[src/rtl/alu_decode_stage.sv]
// Registered ALU decode stage with valid/ready handshake, flush, and a
// fixed-latency hold sequencer for RV32M ops that stalls upstream while busy.
module alu_decode_stage #(
  parameter int ALUOP_WIDTH = 3,
  parameter int OP_WIDTH    = 7,
  parameter int F3_WIDTH    = 3,
  parameter int F7_WIDTH    = 7,
  parameter int CTRL_WIDTH  = 4,
  parameter int MD_LATENCY  = 32
) (
  input  logic                   clk,
  input  logic                   rst,
  input  logic                   in_valid,
  output logic                   in_ready,
  input  logic [ALUOP_WIDTH-1:0] alu_op,
  input  logic [OP_WIDTH-1:0]    op,
  input  logic [F3_WIDTH-1:0]    funct3,
  input  logic [F7_WIDTH-1:0]    funct7,
  input  logic                   flush,
  input  logic                   out_ready,
  output logic                   out_valid,
  output logic [CTRL_WIDTH-1:0]  alu_ctrl,
  output logic                   a_type,
  output logic [F3_WIDTH-1:0]    md_op,
  output logic                   md_start,
  output logic                   md_busy,
  output logic                   illegal
);

  localparam int CNT_W = $clog2(MD_LATENCY + 1);
  localparam bit MD_SINGLE = (MD_LATENCY == 1);

  localparam logic [CTRL_WIDTH-1:0] CTRL_ADD = CTRL_WIDTH'(4'd0);
  localparam logic [CTRL_WIDTH-1:0] CTRL_SUB = CTRL_WIDTH'(4'd1);
  localparam logic [CTRL_WIDTH-1:0] CTRL_SLL = CTRL_WIDTH'(4'd2);
  localparam logic [CTRL_WIDTH-1:0] CTRL_SLT = CTRL_WIDTH'(4'd3);
  localparam logic [CTRL_WIDTH-1:0] CTRL_XOR = CTRL_WIDTH'(4'd4);
  localparam logic [CTRL_WIDTH-1:0] CTRL_SRL = CTRL_WIDTH'(4'd5);
  localparam logic [CTRL_WIDTH-1:0] CTRL_OR  = CTRL_WIDTH'(4'd6);
  localparam logic [CTRL_WIDTH-1:0] CTRL_AND = CTRL_WIDTH'(4'd7);
  localparam logic [CTRL_WIDTH-1:0] CTRL_SRA = CTRL_WIDTH'(4'd8);
  localparam logic [CTRL_WIDTH-1:0] CTRL_SLTU = CTRL_WIDTH'(4'd9);
  localparam logic [CTRL_WIDTH-1:0] CTRL_LUI = CTRL_WIDTH'(4'd10);
  localparam logic [CTRL_WIDTH-1:0] CTRL_MD  = CTRL_WIDTH'(4'd11);

  localparam logic [F7_WIDTH-1:0] F7_ZERO = '0;
  localparam logic [F7_WIDTH-1:0] F7_ALT  = F7_WIDTH'(7'b0100000);
  localparam logic [F7_WIDTH-1:0] F7_MD   = F7_WIDTH'(7'b0000001);

  localparam logic [ALUOP_WIDTH-1:0] AOP_ALU   = ALUOP_WIDTH'(3'd0);
  localparam logic [ALUOP_WIDTH-1:0] AOP_LOAD  = ALUOP_WIDTH'(3'd1);
  localparam logic [ALUOP_WIDTH-1:0] AOP_STORE = ALUOP_WIDTH'(3'd2);
  localparam logic [ALUOP_WIDTH-1:0] AOP_BR    = ALUOP_WIDTH'(3'd3);
  localparam logic [ALUOP_WIDTH-1:0] AOP_LUI   = ALUOP_WIDTH'(3'd5);

  typedef enum logic [1:0] {ST_IDLE, ST_HOLD, ST_MDWAIT} state_t;

  state_t                state_reg, state_next;
  logic [CNT_W-1:0]      cnt_reg, cnt_next;
  logic                  out_valid_reg, out_valid_next;
  logic [CTRL_WIDTH-1:0] ctrl_reg, ctrl_next;
  logic                  a_type_reg, a_type_next;
  logic [F3_WIDTH-1:0]   md_op_reg, md_op_next;
  logic                  md_start_reg, md_start_next;
  logic                  md_busy_reg, md_busy_next;
  logic                  illegal_reg, illegal_next;

  logic [CTRL_WIDTH-1:0] dec_ctrl;
  logic                  dec_a_type, dec_md, dec_illegal;
  logic [F3_WIDTH-1:0]   dec_md_op;
  logic                  is_r, accept;
  logic                  unused_op;

  // op[5] separates register-register from immediate forms; other opcode bits are not needed here
  assign is_r      = op[5];
  assign unused_op = ^{op[OP_WIDTH-1:6], op[4:0]};

  always_comb begin
    dec_ctrl    = CTRL_ADD;
    dec_a_type  = 1'b0;
    dec_md      = 1'b0;
    dec_md_op   = '0;
    dec_illegal = 1'b0;
    case (alu_op)
      AOP_ALU: begin
        if (is_r && funct7 == F7_MD) begin
          dec_md    = 1'b1;
          dec_ctrl  = CTRL_MD;
          dec_md_op = funct3;
        end else begin
          if (is_r)
            dec_illegal = !((funct7 == F7_ZERO) ||
                            (funct7 == F7_ALT && (funct3 == F3_WIDTH'(0) || funct3 == F3_WIDTH'(5))));
          else
            dec_illegal = (funct3 == F3_WIDTH'(1) && funct7 != F7_ZERO) ||
                          (funct3 == F3_WIDTH'(5) && funct7 != F7_ZERO && funct7 != F7_ALT);
          // illegal encodings fall through as add
          if (!dec_illegal) begin
            case (funct3)
              F3_WIDTH'(0): dec_ctrl = (is_r && funct7[5]) ? CTRL_SUB : CTRL_ADD;
              F3_WIDTH'(1): dec_ctrl = CTRL_SLL;
              F3_WIDTH'(2): dec_ctrl = CTRL_SLT;
              F3_WIDTH'(3): dec_ctrl = CTRL_SLTU;
              F3_WIDTH'(4): dec_ctrl = CTRL_XOR;
              F3_WIDTH'(5): dec_ctrl = funct7[5] ? CTRL_SRA : CTRL_SRL;
              F3_WIDTH'(6): dec_ctrl = CTRL_OR;
              default:      dec_ctrl = CTRL_AND;
            endcase
          end
        end
      end
      AOP_LOAD:  dec_a_type = (funct3 == F3_WIDTH'(4));
      AOP_STORE: dec_a_type = (funct3 == F3_WIDTH'(0));
      AOP_BR:    dec_ctrl   = CTRL_SUB;
      AOP_LUI:   dec_ctrl   = CTRL_LUI;
      default:   dec_ctrl   = CTRL_ADD;
    endcase
  end

  assign in_ready = !rst && !flush &&
                    (state_reg == ST_IDLE || (state_reg == ST_HOLD && out_ready));
  assign accept   = in_valid && in_ready;

  always_comb begin
    state_next     = state_reg;
    cnt_next       = cnt_reg;
    out_valid_next = out_valid_reg;
    ctrl_next      = ctrl_reg;
    a_type_next    = a_type_reg;
    md_op_next     = md_op_reg;
    md_start_next  = 1'b0;
    md_busy_next   = md_busy_reg;
    illegal_next   = illegal_reg;
    if (flush) begin
      state_next     = ST_IDLE;
      out_valid_next = 1'b0;
      md_busy_next   = 1'b0;
      cnt_next       = '0;
    end else begin
      case (state_reg)
        ST_HOLD: begin
          if (out_ready) begin
            state_next     = ST_IDLE;
            out_valid_next = 1'b0;
          end
        end
        ST_MDWAIT: begin
          if (cnt_reg == '0) begin
            state_next     = ST_HOLD;
            out_valid_next = 1'b1;
            md_busy_next   = 1'b0;
          end else begin
            cnt_next = cnt_reg - CNT_W'(1);
          end
        end
        default: state_next = state_reg;
      endcase
      if (accept) begin
        ctrl_next    = dec_ctrl;
        a_type_next  = dec_a_type;
        md_op_next   = dec_md_op;
        illegal_next = dec_illegal;
        if (dec_md) begin
          md_start_next = 1'b1;
          // a single-cycle unit completes immediately, so the busy phase is skipped
          if (MD_SINGLE) begin
            state_next     = ST_HOLD;
            out_valid_next = 1'b1;
            md_busy_next   = 1'b0;
            cnt_next       = '0;
          end else begin
            state_next     = ST_MDWAIT;
            out_valid_next = 1'b0;
            md_busy_next   = 1'b1;
            cnt_next       = CNT_W'(MD_LATENCY - 1);
          end
        end else begin
          state_next     = ST_HOLD;
          out_valid_next = 1'b1;
          md_busy_next   = 1'b0;
        end
      end
    end
  end

  always_ff @(posedge clk) begin
    if (rst) begin
      state_reg     <= ST_IDLE;
      cnt_reg       <= '0;
      out_valid_reg <= 1'b0;
      ctrl_reg      <= '0;
      a_type_reg    <= 1'b0;
      md_op_reg     <= '0;
      md_start_reg  <= 1'b0;
      md_busy_reg   <= 1'b0;
      illegal_reg   <= 1'b0;
    end else begin
      state_reg     <= state_next;
      cnt_reg       <= cnt_next;
      out_valid_reg <= out_valid_next;
      ctrl_reg      <= ctrl_next;
      a_type_reg    <= a_type_next;
      md_op_reg     <= md_op_next;
      md_start_reg  <= md_start_next;
      md_busy_reg   <= md_busy_next;
      illegal_reg   <= illegal_next;
    end
  end

  assign out_valid = out_valid_reg;
  assign alu_ctrl  = ctrl_reg;
  assign a_type    = a_type_reg;
  assign md_op     = md_op_reg;
  assign md_start  = md_start_reg;
  assign md_busy   = md_busy_reg;
  assign illegal   = illegal_reg;

endmodule
[config.mk]
export PLATFORM = sky130hd
export DESIGN_NAME = alu_decode_stage
export DESIGN_NICKNAME = d
export VERILOG_FILES = /design/src/rtl/alu_decode_stage.sv
export SDC_FILE = /design/constraint.sdc
export NUM_CORES = 1
export LEC_CHECK = 0
export ABC_AREA = 1
export CAP_MARGIN = 15
export CORE_MARGIN = 4
export CORE_UTILIZATION = 40
export CTS_CLUSTER_SIZE = 14
export DETAILED_ROUTE_END_ITERATION = 6
export GPL_TIMING_DRIVEN = 1
export HOLD_SLACK_MARGIN = 0.02
export PLACE_DENSITY = 0.83
export SLEW_MARGIN = 30
export SYNTH_ARGS = -nofsm -noshare
export SYNTH_HDL_FRONTEND = slang
export SYNTH_SLANG_ARGS = --single-unit
[constraint.sdc]
create_clock -name clk -period 1.55 [get_ports clk]
set_clock_uncertainty 0.2 [all_clocks]
set_input_delay 0.31 -clock clk [delete_from_list [all_inputs] [get_ports clk]]
set_output_delay 0.31 -clock clk [all_outputs]
set_load 0.03 [all_outputs]
==> reports/summary.txt, run 1 <==
CRITICAL PATH
----------------------------------------------------------------------------------
Crit path largest cell delay ........................................       360 ps
Cells along the critical path ....................................... inv_2 -> nand3_4 -> buf_6 -> inv_2 -> buf_6
Setup slack on the worst flop-to-flop path ..........................       -30 ps
CP endpoint kind .................................................... primary output
CP Max Fanout .......................................................            3
Data required, critical path ........................................      1040 ps
Critical Path Slowest Stage Cell .................................... sky130_fd_sc_hd__dfxtp_2
Depth of the most critical reg-to-reg path ..........................            9
CP Data Arrival Time ................................................      1110 ps
Startpoint of the worst-slack reg-to-reg timing path ................ state_reg[1]
Reg2Reg Capture Point ............................................... state_reg[0]
Startpoint kind of the worst setup timing path ......................    flip-flop
Critical path type .................................................. flip-flop to primary output

FLOORPLAN
----------------------------------------------------------------------------------
Number of placement rows ............................................           19
Number of top-level pins ............................................           38
CORE AREA ...........................................................   2730 sq um
Die width ...........................................................      61.4 um
Effective utilization at floorplan ..................................        0.417
Chip Height .........................................................      61.4 um
Die outline area ....................................................   3770 sq um

ROUTING
----------------------------------------------------------------------------------
DRC errors left .....................................................            0
Total via count in the routed design ................................         1285
Detailed router's first-iteration violation count ...................           34
First-pass detailed-route iteration total ...........................            4
Post-detailed-route count of antenna-violating nets .................            0
Overall routed net length ...........................................      3.08 mm
Average routed wire per standard cell ...............................      11.7 um
Vias per std cell ...................................................         4.87

YOSYS
----------------------------------------------------------------------------------
Sequential cell area fraction in the yosys report ...................        0.334
Count of state elements after synthesis .............................           19
Number of nets produced by synthesis ................................          198
Number of instances in the synthesized netlist ......................          171
Synthesized area ....................................................   1140 sq um
Mean Syn Cell Area ..................................................   6.67 sq um
Count of yosys warnings during synthesis ............................            0
Distinct cell type count of the synthesized netlist .................           21

STATUS
----------------------------------------------------------------------------------
Status .............................................................. finished, violations left
Violations in the final reports ..................................... setup timing

CTS
----------------------------------------------------------------------------------
Number of buffers on the longest clock path .........................            2
Clock buffers created by TritonCTS ..................................            3
Clock insertion delay at the later pin of the skew report ...........       310 ps
Clock transition at path regs .......................................       120 ps
Number of clock sinks ...............................................           19
H-Tree Depth ........................................................            1
Cts-stage hold buffer count .........................................            0
TritonCTS clock tree ................................................          yes
Clock root cell ..................................................... sky130_fd_sc_hd__clkbuf_4

GLOBAL ROUTING
----------------------------------------------------------------------------------
Overall routing resource usage ......................................        0.164
Pin count of the biggest net entering global routing ................           13
First-pass GRT wire length ..........................................      4.59 mm
Overall overflow remaining after global route .......................            0
Initial antenna violation count .....................................            0
Vias in the first global route ......................................         1132

FINAL LAYOUT
----------------------------------------------------------------------------------
Utilization after layout ............................................        0.673
Leading cell type in the layout, fill and taps excluded ............. sky130_fd_sc_hd__nand2_1
Fillers .............................................................          232
Final design instance area without fill .............................   1840 sq um
Multi-input gate area in the final layout ...........................    741 sq um
Share of final-layout standard cells stronger than drive strength 1 .        0.382
Sequential cell area ................................................    384 sq um
Total number of nets in the final design ............................          261
Growth of design area from synthesis to finish ......................        61.4%
Number of cells in the finished layout apart from fillers ...........          264
Max reg flops .......................................................            6
Commonest non-fill, non-tap cells in the layout ..................... sky130_fd_sc_hd__nand2_1 (42), sky130_fd_sc_hd__buf_4 (25), sky130_fd_sc_hd__inv_1 (20)
Final antenna diode count ...........................................            0

JOB
----------------------------------------------------------------------------------
Max-cap violations ..................................................            0

WORST HOLD PATH
----------------------------------------------------------------------------------
Type of the worst min-delay path .................................... primary input to flip-flop
Min-Delay Endpoint ..................................................     md_op[1]
Hold path depth .....................................................            4
Startpoint of the worst hold path ...................................    funct3[1]

POWER AND IR DROP
----------------------------------------------------------------------------------
Internal power component ............................................   0.000684 W
Net Sw Power ........................................................   0.000272 W
Clk network pwr share ...............................................        0.282
Maximum resistive drop on vdd .......................................   0.000599 V
Part of the total power dissipated in combinational logic ...........        0.205
Total chip power ....................................................   0.000956 W
Net Sw Frac .........................................................        0.285
Leakage power summed over all cells .................................     0.932 nW
Cell area power density .............................................  520 nW/um^2
Share of total power in sequential cells ............................        0.513

PLACE
----------------------------------------------------------------------------------
Pre-CTS worst setup slack ...........................................      -458 ps
Routability congestion estimate .....................................        0.859
Detailed-placement wirelength estimate ..............................      2.14 mm
Cell Count Post-Placement ...........................................          252
Count of buffers from port buffering ................................           31
Standard cell area after detailed placement .........................   1620 sq um

TIMING
----------------------------------------------------------------------------------
RSZ-0062 raised after global routing ................................          yes
Worst-Margin Slew ...................................................       282 ps
Final Critical Period ...............................................      1620 ps
Fraction of the cycle the final worst path needs ....................         1.04
Max-Slew Margin vs Limit ............................................        0.811
Pins over their slew limit ..........................................            0
Final hold violation count ..........................................            0
Setup ws final ......................................................     -67.0 ps
Setup violation total in the final timing report ....................            4
Maximum clock rate ..................................................      618 MHz

[worst max path at each step]
| stage | start | endpoint | slack, ps | depth (start not counted) |
|---|---|---|---|---|
| after floorplan | rst | state_reg[0] | 10 | 9 |
| after global placement | rst | state_reg[0] | -390 | 9 |
| after detailed placement | rst | state_reg[0] | -460 | 9 |
| after CTS | state_reg[1] | in_ready | -50 | 5 |
| after global routing | state_reg[1] | in_ready | -110 | 5 |
| final | state_reg[1] | in_ready | -70 | 5 |
[worst max-delay path: cells and delay by family, from the launching register on]
family	cells	cell delay [ps]
buf+inv	4	350
flops	1	360
simple gates	1	80
[Yosys cell counts (all sizes together)]
| cell | instances | share of area |
|---|---|---|
| a21oi | 9 | 0.040 |
| buf | 2 | 0.014 |
| dfxtp | 19 | 0.33 |
| ha | 2 | 0.022 |
| inv | 28 | 0.092 |
| nand2 | 49 | 0.16 |
| nand3 | 13 | 0.079 |
| nand3b | 2 | 0.013 |
| nand4 | 3 | 0.016 |
| nor2 | 21 | 0.11 |
| nor3 | 4 | 0.018 |
| o21ai | 13 | 0.060 |
| o31ai | 2 | 0.013 |
| xor2 | 4 | 0.031 |
[power by group through the flow]
stage	Combinational, W	Sequential, W	Clock [W]
floorplan	0.0000762	0.000505	0
CTS	0.000181	0.000491	0.000272
global route	0.000214	0.000492	0.000290
detailed placement	0.000171	0.000502	0
global placement	0.000170	0.000502	0
finish	0.000196	0.000491	0.000270
[routing by layer]
metal | routed length (um) | part of all wire | GRT usage | up-vias
met4 | 33 | 0.011 | 0.0455 | 0
met3 | 163 | 0.053 | 0.0461 | 5
met5 | 0 | 0 | 0 | -
met1 | 1240 | 0.40 | 0.189 | 582
met2 | 1650 | 0.53 | 0.295 | 32
li1 | - | - | - | 666
[area by class of cell]
class / instances / area share
clock inverter: 1 / 0.00408
clock buffer: 3 / 0.0122
multi-input combinational: 122 / 0.403
sequential: 19 / 0.209
inverter: 28 / 0.0585
tap: 31 / 0.0211
timing repair buffer: 60 / 0.293
[through the flow]
stage | hold WS, ps | TNS [ps]
floorplan | 251 | 0
global placement | 252 | -6630
CTS | 275 | -54.9
detailed placement | 257 | -6970
global route | 275 | -856
finish | 267 | -124
[cell families after synthesis]
| logic type | after synthesis | share of synthesized area |
|---|---|---|
| buffers and inverters | 30 | 0.106 |
| xor gates and xnor gates | 4 | 0.0307 |
| adders and majority gates | 2 | 0.0220 |
| and+or+nand+nor | 92 | 0.394 |
| DFF | 19 | 0.334 |
| AOI/OAI and AO/OA | 24 | 0.113 |
[what timing repair did]
action / in CTS / in global routing
buffers inserted: 5 / 3
endpoints found under the setup margin: 24 / 25
gates resized for setup: 50 / 39
pin swaps: 8 / 14
(Power assumes the default switching activity.)
==> inputs of run 2 (changes only) <==
CTS_CLUSTER_DIAMETER = 60   (was unset)
==> results of run 2 <==
No change in the layout: final DEF, timing and power equal those of run 1.
==> inputs of run 3 (changes only) <==
CTS_CLUSTER_SIZE = 25   (was 14)
==> results of run 3 <==
No change in the layout: final DEF, timing and power equal those of run 1.
